File: src/rtl/conv_layer_scheduler_if.sv
// Host handshake, engine control and shared layer-memory port of the CNN layer scheduler.
interface conv_layer_scheduler_if #(
  parameter int unsigned ADDR_W = 12,
  parameter int unsigned DATA_W = 20
);
  logic              ready;
  logic              busy;
  logic              err;

  logic              conv_start;
  logic              conv_done;
  logic              conv_cwr;
  logic [ADDR_W-1:0] conv_caddr_wr;
  logic [DATA_W-1:0] conv_cdata_wr;

  logic              pool_start;
  logic              pool_done;
  logic              pool_crd;
  logic [ADDR_W-1:0] pool_caddr_rd;
  logic              pool_cwr;
  logic [ADDR_W-1:0] pool_caddr_wr;
  logic [DATA_W-1:0] pool_cdata_wr;
  logic [DATA_W-1:0] pool_cdata_rd;

  logic              cwr;
  logic [ADDR_W-1:0] caddr_wr;
  logic [DATA_W-1:0] cdata_wr;
  logic              crd;
  logic [ADDR_W-1:0] caddr_rd;
  logic [2:0]        csel;
  logic [DATA_W-1:0] cdata_rd;

  modport master (
    input  ready, conv_done, conv_cwr, conv_caddr_wr, conv_cdata_wr,
           pool_done, pool_crd, pool_caddr_rd, pool_cwr, pool_caddr_wr, pool_cdata_wr,
           cdata_rd,
    output busy, err, conv_start, pool_start, pool_cdata_rd,
           cwr, caddr_wr, cdata_wr, crd, caddr_rd, csel
  );

  modport slave (
    output ready, conv_done, conv_cwr, conv_caddr_wr, conv_cdata_wr,
           pool_done, pool_crd, pool_caddr_rd, pool_cwr, pool_caddr_wr, pool_cdata_wr,
           cdata_rd,
    input  busy, err, conv_start, pool_start, pool_cdata_rd,
           cwr, caddr_wr, cdata_wr, crd, caddr_rd, csel
  );
endinterface

File: src/rtl/conv_layer_scheduler.sv
// CNN layer sequencer: conv -> pool -> optional flatten copy, owning the shared memory port.
// Optional L2 flatten stage is built when macro L2_FLATTEN_EN is defined.
module conv_layer_scheduler #(
  parameter int unsigned ADDR_W   = 12,
  parameter int unsigned DATA_W   = 20,
  parameter logic [2:0]  L0_SEL   = 3'b001,
  parameter logic [2:0]  L1_SEL   = 3'b011,
  parameter logic [2:0]  L2_SEL   = 3'b101,
  parameter int unsigned L1_DEPTH = 1024,
  parameter int unsigned TIMEOUT  = 20000
) (
  input logic                    clk,
  input logic                    reset,
  conv_layer_scheduler_if.master bus
);

  localparam int unsigned WD_W = $clog2(TIMEOUT + 1);

  typedef enum logic [2:0] {
    S_IDLE,
    S_C_START,
    S_C_RUN,
    S_P_START,
    S_P_RUN,
`ifdef L2_FLATTEN_EN
    S_F_RD,
    S_F_WR,
`endif
    S_FIN
  } state_e;

  state_e            state_q, state_d;
  logic              busy_q, busy_d;
  logic              err_q, err_d;
  logic              conv_start_q, conv_start_d;
  logic              pool_start_q, pool_start_d;
  logic              cwr_q, cwr_d;
  logic              crd_q, crd_d;
  logic [2:0]        csel_q, csel_d;
  logic [ADDR_W-1:0] caddr_wr_q, caddr_wr_d;
  logic [ADDR_W-1:0] caddr_rd_q, caddr_rd_d;
  logic [DATA_W-1:0] cdata_wr_q, cdata_wr_d;
  logic [WD_W-1:0]   wd_q, wd_d;
`ifdef L2_FLATTEN_EN
  logic [ADDR_W-1:0] k_q, k_d;
`endif

  always_comb begin
    state_d      = state_q;
    busy_d       = busy_q;
    err_d        = err_q;
    conv_start_d = 1'b0;
    pool_start_d = 1'b0;
    cwr_d        = 1'b0;
    crd_d        = 1'b0;
    csel_d       = csel_q;
    caddr_wr_d   = caddr_wr_q;
    caddr_rd_d   = caddr_rd_q;
    cdata_wr_d   = cdata_wr_q;
    wd_d         = wd_q;
`ifdef L2_FLATTEN_EN
    k_d          = k_q;
`endif

    case (state_q)
      S_IDLE: begin
        if (bus.ready) begin
          busy_d  = 1'b1;
          state_d = S_C_START;
        end
      end

      S_C_START: begin
        conv_start_d = 1'b1;
        wd_d         = '0;
        state_d      = S_C_RUN;
      end

      S_C_RUN: begin
        cwr_d      = bus.conv_cwr;
        caddr_wr_d = bus.conv_caddr_wr;
        cdata_wr_d = bus.conv_cdata_wr;
        csel_d     = L0_SEL;
        wd_d       = wd_q + WD_W'(1);
        if (bus.conv_done) begin
          state_d = S_P_START;
        end else if (wd_q == WD_W'(TIMEOUT - 1)) begin
          err_d   = 1'b1;
          state_d = S_FIN;
        end
      end

      S_P_START: begin
        pool_start_d = 1'b1;
        wd_d         = '0;
        state_d      = S_P_RUN;
      end

      S_P_RUN: begin
        wd_d = wd_q + WD_W'(1);
        if (bus.pool_crd) begin
          crd_d      = 1'b1;
          caddr_rd_d = bus.pool_caddr_rd;
          csel_d     = L0_SEL;
          if (bus.pool_cwr) err_d = 1'b1;
        end else if (bus.pool_cwr) begin
          cwr_d      = 1'b1;
          caddr_wr_d = bus.pool_caddr_wr;
          cdata_wr_d = bus.pool_cdata_wr;
          csel_d     = L1_SEL;
        end
        if (bus.pool_done) begin
`ifdef L2_FLATTEN_EN
          // First flatten read is issued on the exit edge; a forwarded last pool
          // write also targets L1, so both share csel=L1_SEL without conflict.
          crd_d      = 1'b1;
          caddr_rd_d = '0;
          csel_d     = L1_SEL;
          k_d        = '0;
          state_d    = S_F_RD;
`else
          state_d    = S_FIN;
`endif
        end else if (wd_q == WD_W'(TIMEOUT - 1)) begin
          err_d   = 1'b1;
          state_d = S_FIN;
        end
      end

`ifdef L2_FLATTEN_EN
      S_F_RD: begin
        cwr_d      = 1'b1;
        csel_d     = L2_SEL;
        caddr_wr_d = k_q;
        cdata_wr_d = bus.cdata_rd;
        state_d    = S_F_WR;
      end

      S_F_WR: begin
        if (k_q == ADDR_W'(L1_DEPTH - 1)) begin
          state_d = S_FIN;
        end else begin
          k_d        = k_q + ADDR_W'(1);
          crd_d      = 1'b1;
          caddr_rd_d = k_q + ADDR_W'(1);
          csel_d     = L1_SEL;
          state_d    = S_F_RD;
        end
      end
`endif

      S_FIN: begin
        busy_d  = 1'b0;
        state_d = S_IDLE;
      end

      default: state_d = S_IDLE;
    endcase
  end

  always_ff @(posedge clk or posedge reset) begin
    if (reset) begin
      state_q      <= S_IDLE;
      busy_q       <= 1'b0;
      err_q        <= 1'b0;
      conv_start_q <= 1'b0;
      pool_start_q <= 1'b0;
      cwr_q        <= 1'b0;
      crd_q        <= 1'b0;
      csel_q       <= '0;
      caddr_wr_q   <= '0;
      caddr_rd_q   <= '0;
      cdata_wr_q   <= '0;
      wd_q         <= '0;
`ifdef L2_FLATTEN_EN
      k_q          <= '0;
`endif
    end else begin
      state_q      <= state_d;
      busy_q       <= busy_d;
      err_q        <= err_d;
      conv_start_q <= conv_start_d;
      pool_start_q <= pool_start_d;
      cwr_q        <= cwr_d;
      crd_q        <= crd_d;
      csel_q       <= csel_d;
      caddr_wr_q   <= caddr_wr_d;
      caddr_rd_q   <= caddr_rd_d;
      cdata_wr_q   <= cdata_wr_d;
      wd_q         <= wd_d;
`ifdef L2_FLATTEN_EN
      k_q          <= k_d;
`endif
    end
  end

  assign bus.busy          = busy_q;
  assign bus.err           = err_q;
  assign bus.conv_start    = conv_start_q;
  assign bus.pool_start    = pool_start_q;
  assign bus.cwr           = cwr_q;
  assign bus.crd           = crd_q;
  assign bus.csel          = csel_q;
  assign bus.caddr_wr      = caddr_wr_q;
  assign bus.caddr_rd      = caddr_rd_q;
  assign bus.cdata_wr      = cdata_wr_q;
  assign bus.pool_cdata_rd = bus.cdata_rd;

endmodule

File: src/flat_wrapper.sv
// flat-port wrapper written by rule: the top's interface ports become plain ports
module conv_layer_scheduler_flat 
#(
  parameter int unsigned ADDR_W   = 12,
  parameter int unsigned DATA_W   = 20,
  parameter logic [2:0]  L0_SEL   = 3'b001,
  parameter logic [2:0]  L1_SEL   = 3'b011,
  parameter logic [2:0]  L2_SEL   = 3'b101,
  parameter int unsigned L1_DEPTH = 1024,
  parameter int unsigned TIMEOUT  = 20000
)
  (clk, reset, bus_ready, bus_conv_done, bus_conv_cwr, bus_conv_caddr_wr, bus_conv_cdata_wr, bus_pool_done, bus_pool_crd, bus_pool_caddr_rd, bus_pool_cwr, bus_pool_caddr_wr, bus_pool_cdata_wr, bus_cdata_rd, bus_busy, bus_err, bus_conv_start, bus_pool_start, bus_pool_cdata_rd, bus_cwr, bus_caddr_wr, bus_cdata_wr, bus_crd, bus_caddr_rd, bus_csel);
  conv_layer_scheduler_if #(.ADDR_W(ADDR_W), .DATA_W(DATA_W)) bus_i ();
  input logic clk;
  input logic reset;
  input wire logic [$bits(bus_i.ready)-1:0] bus_ready;
  input wire logic [$bits(bus_i.conv_done)-1:0] bus_conv_done;
  input wire logic [$bits(bus_i.conv_cwr)-1:0] bus_conv_cwr;
  input wire logic [$bits(bus_i.conv_caddr_wr)-1:0] bus_conv_caddr_wr;
  input wire logic [$bits(bus_i.conv_cdata_wr)-1:0] bus_conv_cdata_wr;
  input wire logic [$bits(bus_i.pool_done)-1:0] bus_pool_done;
  input wire logic [$bits(bus_i.pool_crd)-1:0] bus_pool_crd;
  input wire logic [$bits(bus_i.pool_caddr_rd)-1:0] bus_pool_caddr_rd;
  input wire logic [$bits(bus_i.pool_cwr)-1:0] bus_pool_cwr;
  input wire logic [$bits(bus_i.pool_caddr_wr)-1:0] bus_pool_caddr_wr;
  input wire logic [$bits(bus_i.pool_cdata_wr)-1:0] bus_pool_cdata_wr;
  input wire logic [$bits(bus_i.cdata_rd)-1:0] bus_cdata_rd;
  output wire logic [$bits(bus_i.busy)-1:0] bus_busy;
  output wire logic [$bits(bus_i.err)-1:0] bus_err;
  output wire logic [$bits(bus_i.conv_start)-1:0] bus_conv_start;
  output wire logic [$bits(bus_i.pool_start)-1:0] bus_pool_start;
  output wire logic [$bits(bus_i.pool_cdata_rd)-1:0] bus_pool_cdata_rd;
  output wire logic [$bits(bus_i.cwr)-1:0] bus_cwr;
  output wire logic [$bits(bus_i.caddr_wr)-1:0] bus_caddr_wr;
  output wire logic [$bits(bus_i.cdata_wr)-1:0] bus_cdata_wr;
  output wire logic [$bits(bus_i.crd)-1:0] bus_crd;
  output wire logic [$bits(bus_i.caddr_rd)-1:0] bus_caddr_rd;
  output wire logic [$bits(bus_i.csel)-1:0] bus_csel;
  assign bus_i.ready = bus_ready;
  assign bus_i.conv_done = bus_conv_done;
  assign bus_i.conv_cwr = bus_conv_cwr;
  assign bus_i.conv_caddr_wr = bus_conv_caddr_wr;
  assign bus_i.conv_cdata_wr = bus_conv_cdata_wr;
  assign bus_i.pool_done = bus_pool_done;
  assign bus_i.pool_crd = bus_pool_crd;
  assign bus_i.pool_caddr_rd = bus_pool_caddr_rd;
  assign bus_i.pool_cwr = bus_pool_cwr;
  assign bus_i.pool_caddr_wr = bus_pool_caddr_wr;
  assign bus_i.pool_cdata_wr = bus_pool_cdata_wr;
  assign bus_i.cdata_rd = bus_cdata_rd;
  assign bus_busy = bus_i.busy;
  assign bus_err = bus_i.err;
  assign bus_conv_start = bus_i.conv_start;
  assign bus_pool_start = bus_i.pool_start;
  assign bus_pool_cdata_rd = bus_i.pool_cdata_rd;
  assign bus_cwr = bus_i.cwr;
  assign bus_caddr_wr = bus_i.caddr_wr;
  assign bus_cdata_wr = bus_i.cdata_wr;
  assign bus_crd = bus_i.crd;
  assign bus_caddr_rd = bus_i.caddr_rd;
  assign bus_csel = bus_i.csel;
  conv_layer_scheduler #(.ADDR_W(ADDR_W), .DATA_W(DATA_W), .L0_SEL(L0_SEL), .L1_SEL(L1_SEL), .L2_SEL(L2_SEL), .L1_DEPTH(L1_DEPTH), .TIMEOUT(TIMEOUT)) u_core (.clk(clk), .reset(reset), .bus(bus_i));
endmodule
File: config.mk
export PLATFORM = sky130hd
export DESIGN_NAME = conv_layer_scheduler_flat
export DESIGN_NICKNAME = d
export VERILOG_FILES = /design/src/rtl/conv_layer_scheduler_if.sv /design/src/rtl/conv_layer_scheduler.sv /design/src/flat_wrapper.sv
export SDC_FILE = /design/constraint.sdc
export NUM_CORES = 1
export LEC_CHECK = 0
export CAP_MARGIN = 40
export CORE_UTILIZATION = 39
export DETAILED_ROUTE_END_ITERATION = 12
export DONT_BUFFER_PORTS = 1
export MAX_ROUTING_LAYER = met4
export PLACE_DENSITY = 0.65
export SKIP_LAST_GASP = 1
export SLEW_MARGIN = 30
export SYNTH_ARGS = -nofsm -noshare
export SYNTH_HDL_FRONTEND = slang
export SYNTH_SLANG_ARGS = --single-unit
File: constraint.sdc
create_clock -name clk -period 2.43 [get_ports clk]
set_input_delay 0.243 -clock clk [delete_from_list [all_inputs] [get_ports clk]]
set_output_delay 0.243 -clock clk [all_outputs]
set_load 0.005 [all_outputs]
==> flow_summary_export.csv <==
group,metric,value,unit
power_and_ir_drop,share_seq_of_total_power,0.467,
synth,synthesis.area_per_instance,10.6,um2
worst_setup_path,arrival,2.19,ns
die,floorplan.die_area,9210,um2
synth,synth_sequential_area_ratio,0.509,
clock_tree,cts_num_sinks,70,
clock_tree,clkSlewWorstSetupHoldPaths,0.08,ns
route,top_layer_used,"met4",
sta,maxSlewHeadroom,0.582,
route,dr_total_vias,2253,
sta,max_freq,510,MHz
synth,synth-edff-count,0,
sta,hold_viol_final,0,
worst_setup_path,critPathLaunchType,"flop",
cells_and_area,synthToLayoutAreaGrowth,4.54,%
clock_tree,cts-htree-levels,3,
synth,synth.net_count,430,
clock_tree,cts_made_buffers,9,
sta,finalSetupTns,0,ns
clock_tree,tritoncts,"built",
global_route,grt_pass1_wl,10600,um
route,met1Wirelength,2930,um
cells_and_area,final_nets,409,
worst_setup_path,worst_ep_required_time,2.66,ns
worst_setup_path,critical_path_class,"reg -> reg",
route,iteration_0_drc_count_of_the_detailed_router,135,
sta,timing.clock.skew,0.0136,ns
power_and_ir_drop,netSwitchingFraction,0.386,
global_route,grt_start_max_net_pins,71,
worst_setup_path,timing.critical_path.fanout_max,33,
run_status,status,"completed",
route,post_drt_wl_per_cell,16.7,um
route,drc,0,
die,start_util,0.411,
synth,synth_seq_cells,70,
placed_design,finalWeightedCongestion,0.832,
placed_design,detailedPlacementHpwl,4700,um
die,die-width,96.0,um
cells_and_area,insertedDiodeCount,0,
synth,synth-async-reset-ratio,1.00,
power_and_ir_drop,switching_power,1.70,mW
power_and_ir_drop,clockPowerShare,0.224,
cells_and_area,utilization_of_the_core_after_routing,0.430,
clock_tree,clk_latency,0.36,ns
min_path,hp-class,"in -> reg",
power_and_ir_drop,power.combinational.fraction,0.309,
job,maxCapViolations,0,
cells_and_area,filler_cell_count_in_the_final_layout,808,
synth,yosysWarningCount,0,
die,core.rowCount,33,
sta,timing_max_transition_violations_final,0,
die,pin_count,177,
global_route,number_of_antenna_violations_at_the_first_check_in_global_routing,0,
die,floorplan.core_area,8380,um2
synth,syn-cell-area,3440,um2
global_route,grt_overflow_total,0,
route,route.antenna.remaining_nets,0,
power_and_ir_drop,p_int,2.70,mW
power_and_ir_drop,total_leakage_power,1.48,nW
placed_design,number_of_buffer_cells_added_on_primary_ports,0,
synth,synth-main-ff-cell,"dfrtp_1",
sta,period_needed,1.96,ns
route,viasPerCell,5.44,
sta,setup_repair_after_global_routing_missed_its_margin,"no",
route,wire_length_on_met2,3380,um
route,route.final.wire_length,6930,um
clock_tree,cts_root_buffer,"clkbuf_8",
sta,least_margin_pin_slew,0.628,ns
route,drt_first_pass_iters,4,
sta,post-route-period-util,0.807,
clock_tree,cts.repair.resized,0,
cells_and_area,post_route_cells_drive_above_1_share,0.129,
clock_tree,cts.path.max_buffers,2,
synth,synthDistinctLibCells,49,
global_route,grt_pass1_vias,2169,
worst_setup_path,cp-end-kind,"flop",
sta,final-setup-viol-count,0,
die,die_y,96.0,um
power_and_ir_drop,vdd.ir_drop.worst,0.504,mV
route,met3_length,519,um
global_route,grt.total_usage,0.157,
power_and_ir_drop,power.density,1220,nW/um2
synth,synthCells,325,
## critical path, stage by stage, from the launching register on
cell and delay (ns):
dfrtp_1 0.55, nand2b_1 0.32, nor2_4 0.12, buf_4 0.48, mux2i_1 0.26, a21oi_1 0.09
## stage by stage
step	power (mW)	worst slack [ns]	area, um2	hold WS, ns	cells
2_1_floorplan	3.17	0.419	3440	0.378	325
3_3_place_gp	3.40	0.530	3390	0.245	397
3_5_place_dp	3.46	0.467	3390	0.251	397
4_1_cts	4.48	0.458	3600	0.00941	414
5_1_grt	4.74	0.318	3600	0.00786	414
6_report	4.40	0.469	3600	0.0308	414
## metal layers
layer | GRT usage | up-vias
met4 | 0.0709 | 0
met3 | 0.0411 | 10
met1 | 0.183 | 1060
met5 | - | -
met2 | 0.252 | 104
li1 | - | 1079
## Yosys cell counts (2+ instances only)
| cell | number | area share |
|---|---|---|
| nand2b_1 | 4 | 0.0073 |
| nor3_1 | 2 | 0.0029 |
| dfrtp_1 | 70 | 0.51 |
| and3_2 | 2 | 0.0044 |
| nand3_1 | 7 | 0.010 |
| buf_4 | 22 | 0.048 |
| clkbuf_8 | 2 | 0.0080 |
| mux2i_1 | 40 | 0.12 |
| a21oi_1 | 39 | 0.057 |
| a22o_1 | 2 | 0.0051 |
| o21ai_0 | 9 | 0.013 |
| nor2_2 | 2 | 0.0036 |
| nand4_1 | 4 | 0.0073 |
| nand2_1 | 16 | 0.017 |
| mux2_1 | 4 | 0.013 |
| buf_2 | 4 | 0.0058 |
| mux2_2 | 8 | 0.026 |
| and3_1 | 4 | 0.0073 |
| nor2_1 | 41 | 0.045 |
| inv_1 | 5 | 0.0054 |
| buf_6 | 2 | 0.0065 |
| clkbuf_1 | 8 | 0.0087 |
| nor2b_1 | 2 | 0.0036 |
## cell families (layout without fill, tap and decap cells)
kind of cell             count (synthesis)  after routing  share of synthesized area
AO/OA/AOI/OAI                           62             62                      0.104
XOR/XNOR                                 2              2                    0.00509
adder cells (fa/ha/maj)                  1              1                    0.00363
buffers and inverters                   43             27                     0.0825
flip-flops                              70             70                      0.509
multiplexers                            52             52                      0.155
other                                    1              1                    0.00109
AND/OR/NAND/NOR                         94             94                      0.140
## layout make-up
class / instances / area [um2] / share of cell area
Inverter: 5 / 18.8 / 0.00521
Clock inverter: 7 / 81.3 / 0.0226
Sequential cell: 70 / 1750 / 0.486
Tap cell: 105 / 131 / 0.0365
Multi-Input combinational cell: 212 / 1420 / 0.395
Clock buffer: 9 / 124 / 0.0344
Timing Repair Buffer: 6 / 72.6 / 0.0202
## power by group through the flow
stage / Clock [mW] / Sequential, mW / Combinational, mW
after floorplan: 0 / 1.90 / 1.27
after global placement: 0 / 2.08 / 1.33
after detailed placement: 0 / 2.07 / 1.39
after CTS: 1.03 / 2.07 / 1.38
after global routing: 1.07 / 2.14 / 1.53
final: 0.986 / 2.06 / 1.36
## cells in the final DEF, fill, tap and decap left out, types with 2 or more instances in the layout
| cell type | count |
|---|---|
| clkinvlp_4 | 3 |
| a21oi_1 | 39 |
| dfrtp_1 | 70 |
| clkbuf_8 | 9 |
| mux2i_1 | 40 |
| inv_6 | 2 |
| nand3_1 | 7 |
| buf_12 | 2 |
| inv_1 | 4 |
| mux2_2 | 8 |
| nor2_1 | 41 |
| nor3_1 | 2 |
| buf_4 | 3 |
| and3_2 | 2 |
| mux2_1 | 4 |
| a22o_1 | 2 |
| nand4_1 | 4 |
| nor2b_1 | 2 |
| nand2b_1 | 4 |
| o21ai_0 | 9 |
| and3_1 | 4 |
| nand2_1 | 16 |
## worst paths after layout
kind	startpoint	end	slack, ns	cells past startpoint
worst min register to register	u_core.wd_q[14]$_DFFE_PP0P_	u_core.wd_q[14]$_DFFE_PP0P_	0.49	1
worst min-delay path	bus_pool_caddr_rd[5]	u_core.bus.caddr_rd[5]$_DFFE_PP0P_	0.03	1
worst max register to register	u_core.state_q[1]$_DFFE_PP0P_	u_core.bus.cdata_wr[10]$_DFFE_PP0P_	0.47	5
max in group asynchronous	reset	u_core.bus.caddr_rd[6]$_DFFE_PP0P_	1.66	3
worst max-delay path	u_core.state_q[1]$_DFFE_PP0P_	u_core.bus.cdata_wr[10]$_DFFE_PP0P_	0.47	5
min in group asynchronous	reset	u_core.bus.cdata_wr[9]$_DFFE_PP0P_	0.43	3
## what timing repair did
| action | 4_1_cts | 5_1_grt |
|---|---|---|
| buffers inserted | 0 | 0 |
| hold buffers | 1 | 0 |
| endpoints found under the hold margin | 70 | 0 |
## state kept, by name (all words and copies together), names as in the netlist
signal	cells
u_core.bus.err	1
u_core.bus.pool_start	1
u_core.state_q	3
u_core.bus.caddr_rd	12
u_core.wd_q	15
u_core.bus.cdata_wr	20
u_core.bus.csel	2
u_core.bus.conv_start	1
u_core.bus.busy	1
u_core.bus.crd	1
u_core.bus.cwr	1
u_core.bus.caddr_wr	12
No activity file was read; power rests on OpenSTA's default activity.
